--- config.mk ---
export PLATFORM = sky130hd
export DESIGN_NAME = hazard_scoreboard_unit
export DESIGN_NICKNAME = d
export VERILOG_FILES = /design/src/rtl/hazard_scoreboard_unit.sv
export SDC_FILE = /design/constraint.sdc
export NUM_CORES = 1
export LEC_CHECK = 0
export ABC_CLOCK_PERIOD_IN_PS = 4800
export CAP_MARGIN = 20
export CORE_UTILIZATION = 53
export CTS_CLUSTER_DIAMETER = 100
export DETAILED_ROUTE_END_ITERATION = 7
export HOLD_SLACK_MARGIN = 0.06
export PLACE_DENSITY = 0.78
export SYNTH_ARGS = -nofsm -noshare
export SYNTH_HDL_FRONTEND = slang
export SYNTH_SLANG_ARGS = --single-unit
--- constraint.sdc ---
create_clock -name clk -period 4.8 [get_ports clk]
set_input_delay 0.96 -clock clk [delete_from_list [all_inputs] [get_ports clk]]
set_output_delay 0.96 -clock clk [all_outputs]
set_load 0.1 [all_outputs]
--- src/rtl/hazard_scoreboard_unit.sv ---
`default_nettype none
// ============================================================================
// Module   : hazard_scoreboard_unit
// Purpose  : ID-stage hazard detection for the pipelined ARM core. A
//            per-register countdown scoreboard tracks when each in-flight
//            result becomes forwardable. RAW and WAW hazards stall ID, and a
//            saturating counter records the number of stalled cycles.
// Ports    : clk         - rising-edge clock
//            rst         - asynchronous active-low reset
//            id_valid    - ID holds a valid instruction
//            id_src      - NUM_SRC packed source register indices
//            id_src_used - per-source enable
//            id_wb_en    - instruction writes id_dest
//            id_dest     - destination register
//            id_lat      - producer latency (0 -> 1, clamped to MAX_LAT)
//            flush       - cancels the ID instruction this cycle
//            stat_clr    - synchronous clear of stall_cnt
//            hazard      - combinational stall request to IF/ID
//            issue       - id_valid & ~hazard & ~flush
//            src_hazard  - per-source RAW flags
//            busy        - any scoreboard entry nonzero
//            stall_cnt   - saturating count of stalled cycles
// Revision : 1.0 - initial release
// ============================================================================
module hazard_scoreboard_unit #(
  parameter int unsigned REG_AW      = 4,
  parameter int unsigned NUM_SRC     = 3,
  parameter int unsigned MAX_LAT     = 4,
  parameter int unsigned FWD_EN      = 1,
  parameter int unsigned NOFWD_EXTRA = 2,
  parameter int unsigned CNT_W       = 16
) (
  input  logic                          clk,
  input  logic                          rst,
  input  logic                          id_valid,
  input  logic [NUM_SRC*REG_AW-1:0]     id_src,
  input  logic [NUM_SRC-1:0]            id_src_used,
  input  logic                          id_wb_en,
  input  logic [REG_AW-1:0]             id_dest,
  input  logic [$clog2(MAX_LAT+1)-1:0]  id_lat,
  input  logic                          flush,
  input  logic                          stat_clr,
  output logic                          hazard,
  output logic                          issue,
  output logic [NUM_SRC-1:0]            src_hazard,
  output logic                          busy,
  output logic [CNT_W-1:0]              stall_cnt
);

  localparam int c_LW   = $clog2(MAX_LAT + 1);
  localparam int c_CW   = $clog2(MAX_LAT + NOFWD_EXTRA + 1);
  localparam int c_NREG = 1 << REG_AW;

  localparam logic [c_LW-1:0] c_LAT_MAX   = c_LW'(MAX_LAT);
  // Without forwarding every result is only readable after writeback.
  localparam logic [c_CW-1:0] c_LAT_EXTRA = (FWD_EN != 0) ? '0 : c_CW'(NOFWD_EXTRA);

  logic [c_CW-1:0]  r_cnt [c_NREG];
  logic [CNT_W-1:0] r_stall_cnt;

  logic [c_LW-1:0]  w_lat;
  logic [c_CW-1:0]  w_leff;
  logic             w_waw;
  logic             w_wr;
  logic             w_busy;

  // Latency normalisation: 0 behaves like a single-cycle ALU result.
  always_comb begin
    w_lat = id_lat;
    if (id_lat == '0) begin
      w_lat = c_LW'(1);
    end else if (id_lat > c_LAT_MAX) begin
      w_lat = c_LAT_MAX;
    end
  end

  assign w_leff = c_CW'(w_lat) + c_LAT_EXTRA;

  // RAW: any pending count on a used source blocks the read.
  generate
    for (genvar gi = 0; gi < NUM_SRC; gi++) begin : g_src
      logic [REG_AW-1:0] w_idx;
      assign w_idx          = id_src[gi*REG_AW +: REG_AW];
      assign src_hazard[gi] = id_valid & id_src_used[gi] & ~flush & (r_cnt[w_idx] != '0);
    end
  endgenerate

  // WAW: the younger write must land strictly after the older one, otherwise
  // the older result would overwrite it.
  assign w_waw  = id_valid & id_wb_en & ~flush & (r_cnt[id_dest] >= w_leff);

  assign hazard = (|src_hazard) | w_waw;
  assign issue  = id_valid & ~hazard & ~flush;
  assign w_wr   = issue & id_wb_en;

  always_comb begin
    w_busy = 1'b0;
    for (int r = 0; r < c_NREG; r++) begin
      w_busy = w_busy | (r_cnt[r] != '0);
    end
  end

  assign busy = w_busy;

  // Scoreboard: entries drain by one per cycle; a new issue reloads only its
  // own destination with Leff-1 so a dependent can issue Leff cycles later.
  always_ff @(posedge clk or negedge rst) begin
    if (!rst) begin
      for (int r = 0; r < c_NREG; r++) begin
        r_cnt[r] <= '0;
      end
    end else begin
      for (int r = 0; r < c_NREG; r++) begin
        if (w_wr && (id_dest == REG_AW'(r))) begin
          r_cnt[r] <= w_leff - c_CW'(1);
        end else if (r_cnt[r] != '0) begin
          r_cnt[r] <= r_cnt[r] - c_CW'(1);
        end
      end
    end
  end

  // Stall statistic: clear wins over increment; saturates at all-ones.
  always_ff @(posedge clk or negedge rst) begin
    if (!rst) begin
      r_stall_cnt <= '0;
    end else if (stat_clr) begin
      r_stall_cnt <= '0;
    end else if (hazard && (r_stall_cnt != '1)) begin
      r_stall_cnt <= r_stall_cnt + CNT_W'(1);
    end
  end

  assign stall_cnt = r_stall_cnt;

endmodule
`default_nettype wire

==> flow_summary.yaml <==
status:
  status: "finished clean"
drt:
  vias: 4696
  first_iter_violations: 475
  ant_nets: 0
  wl_per_cell_um: 19.7
  via_per_inst: 6.44
  first_pass_iters: 5
  routed_wirelength_um: 14400
  remaining_drc_errors: 0
floorplan:
  die_x_um: 101
  boundaryPins: 50
  core.rowCount: 35
  core_um2: 9420
  die-area_um2: 10300
  start_util: 0.555
  die_y_um: 101
logic_synthesis:
  syn_inst: 533
  synth-compound-area-share: 0.0983
  avgSynthCellArea_um2: 9.81
  post_synth_and_or_nand_nor_area_fraction: 0.203
  synth-edff-count: 0
  synth_top_family_by_area: "multiplexers"
  ys_ff_latch: 64
  ys_types: 59
  ys_seq_area_frac: 0.306
  synthMuxAreaShare: 0.222
  synth_adder_area_share: 0.0885
  ys_warn_count: 0
  synth_ff_type: "dfrtp_1"
  async_reset_ff_frac: 1.00
  syn_nets: 598
  synth-xor-area-share: 0.0285
  netlist_area_um2: 5230
placement:
  io_buffers: 49
  dpl.hpwl_um: 10700
  place_area_um2: 6010
  routabilityCongestion: 0.933
  pre_cts_slack_ps: -373
power_and_ir_drop:
  pwr-share-clk: 0.144
  p_sw_mw: 1.44
  power.leakage_nw: 2.83
  power_frac_comb: 0.505
  switching_share: 0.446
  ir_drop_v: 0.000216
  p_total_mw: 3.24
  power.density_nw_per_um2: 517
  internal_power_mw: 1.80
  p_seq_frac: 0.351
clock_tree:
  htree_num_levels: 3
  cts_sinks: 64
  cts-root-buf: "clkbuf_8"
  cts_tree: "built"
  cts.path.max_buffers: 2
  clk_pin_slew_ps: 70
  numCtsBuffers: 9
  worst_skew_pair.late_latency_ps: 350
  hold_buffers: 0
timing:
  report.final.slew_viol_count: 0
  clock_skew_ps: 10.5
  post-route-period-util: 0.985
  rsz0062_at_grt: "false"
  setup_viol: 0
  timing_hold_violations_final: 0
  tightest_slew_ps: 1010
  max_freq_mhz: 212
  period_needed_ps: 4730
  setup_ws_ps: 73.9
  relSlewSlack: 0.319
grt:
  grt_overflow: 0
  grt_start_max_net_pins: 65
  track_usage: 0.296
  antenna_found_initial: 0
  grt_pass1_vias: 4415
  grt_pass1_wl_um: 22900
setup_path:
  r2r-end: "r_cnt[40]"
  critPathLaunchType: "primary input"
  path_class: "in -> out"
  worstPathMaxFanout: 3
  r2r_cells: 12
  worstPathRequired_ps: 3840
  worst_ep_arrival_time_ps: 3770
  regToRegStartpoint: "r_cnt[33]"
  cp-end-kind: "output port"
  r2r_slack_ps: 1160
cells_and_area:
  area_growth_pct: 19.7
  mostFrequentLayoutCells: "65 x mux2i_1, 64 x dfrtp_1, 45 x inv_1"
  design_area_um2: 6260
  diodes: 0
  nets: 661
  final_common_cell: "mux2i_1"
  drive_above_1_share: 0.142
worst_hold_path:
  min_path_type: "reg -> reg"
  min-delay-start: "stall_cnt[13]"
  min_to: "stall_cnt[13]"
  hold_depth: 2
job:
  maxCapViolations: 0
==> kinds of logic (layout without fill, tap and decap cells) <==
| logic type | after synthesis | count (layout) |
|---|---|---|
| xor+xnor | 17 | 17 |
| compound gates | 72 | 72 |
| mux | 90 | 90 |
| buf+inv | 67 | 134 |
| fa+ha+maj | 37 | 37 |
| simple gates | 186 | 186 |
| flops | 64 | 64 |
==> sequential cells by signal (all words and copies together) (netlist names) <==
register   count
r_cnt         48
stall_cnt     16
==> power by group through the flow <==
stage	registers [mW]	logic, mW	clock network, mW
final	1.14	1.63	0.466
after global routing	1.16	1.82	0.495
after CTS	1.11	1.62	0.474
after detailed placement	1.12	1.59	0
after global placement	1.12	1.49	0
after floorplan	1.01	1.24	0
==> area by class of cell <==
class / instances / area (um^2)
inverter: 48 / 184
clock inverter: 3 / 42.5
sequential: 64 / 1600
multi-input combinational: 402 / 3380
timing repair buffer: 71 / 748
tap: 129 / 161
clock buffer: 12 / 145
fill: 728 / 3160
==> repair_timing <==
action,CTS,global route
cloned,1,0
setup endpoints to repair,2,2
gates resized for setup,4,2
endpoints found under the hold margin,0,0
pin swaps,1,0
buffers inserted,3,0
==> through the flow <==
| step | utilization | std cells | setup TNS (ps) | hold WS [ps] |
|---|---|---|---|---|
| finish | 0.665 | 729 | 0 | 586 |
| global route | 0.665 | 729 | 0 | 609 |
| CTS | 0.665 | 729 | 0 | 589 |
| detailed placement | 0.638 | 710 | -736 | 572 |
| global placement | 0.638 | 710 | -613 | 551 |
| floorplan | - | 533 | -40.1 | 583 |
==> worst max path at each step <==
| stage | startpoint | end | slack, ps | cells after the start |
|---|---|---|---|---|
| floorplan | id_dest[0] | hazard | -40 | 12 |
| global placement | id_dest[0] | issue | -310 | 13 |
| detailed placement | id_dest[0] | issue | -370 | 13 |
| CTS | id_dest[0] | issue | 20 | 14 |
| global route | id_dest[1] | issue | 2 | 13 |
| finish | id_dest[1] | issue | 70 | 13 |
==> critical path: stages <==
cell,delay (ps)
dlygate4sd2_1,290
mux4_2,530
mux4_2,480
inv_1,70
ha_1,220
nand2b_1,140
a21o_1,190
a21oi_2,140
o22ai_2,90
nor4_4,140
buf_4,190
and2_4,160
buf_12,160
==> synth_stat cells (all sizes together), types with 2 or more instances <==
| library cell | instances | area share |
|---|---|---|
| a2111oi | 6 | 0.010 |
| a211oi | 6 | 0.011 |
| a21oi | 12 | 0.011 |
| a311oi | 2 | 0.0033 |
| a31oi | 2 | 0.0024 |
| and2 | 4 | 0.0048 |
| and3 | 2 | 0.0024 |
| and4 | 5 | 0.0084 |
| buf | 9 | 0.011 |
| clkbuf | 10 | 0.0072 |
| dfrtp | 64 | 0.31 |
| ha | 37 | 0.089 |
| inv | 48 | 0.034 |
| mux2 | 6 | 0.016 |
| mux2i | 65 | 0.12 |
| mux4 | 19 | 0.082 |
| nand2 | 37 | 0.027 |
| nand2b | 20 | 0.024 |
| nand3 | 6 | 0.0057 |
| nand4 | 8 | 0.0096 |
| nor2 | 32 | 0.023 |
| nor2b | 9 | 0.011 |
| nor3 | 22 | 0.021 |
| nor3b | 2 | 0.0038 |
| nor4 | 22 | 0.035 |
| nor4b | 5 | 0.011 |
| o2111ai | 4 | 0.0067 |
| o21a | 3 | 0.0043 |
| o21ai | 19 | 0.018 |
| o311ai | 2 | 0.0033 |
| o31ai | 6 | 0.0086 |
| or2 | 4 | 0.0048 |
| or4 | 5 | 0.0072 |
| xnor2 | 17 | 0.028 |
==> metal layers <==
| metal | wire [um] | GRT usage | part of all wire | up-vias |
|---|---|---|---|---|
| met4 | 411 | 0.101 | 0.029 | 0 |
| met3 | 1350 | 0.0732 | 0.094 | 54 |
| met2 | 6630 | 0.459 | 0.46 | 284 |
| met1 | 6000 | 0.406 | 0.42 | 2273 |
| li1 | - | - | - | 2085 |
| met5 | 0 | 0 | 0 | - |
Power figures use the tool's default switching activity.
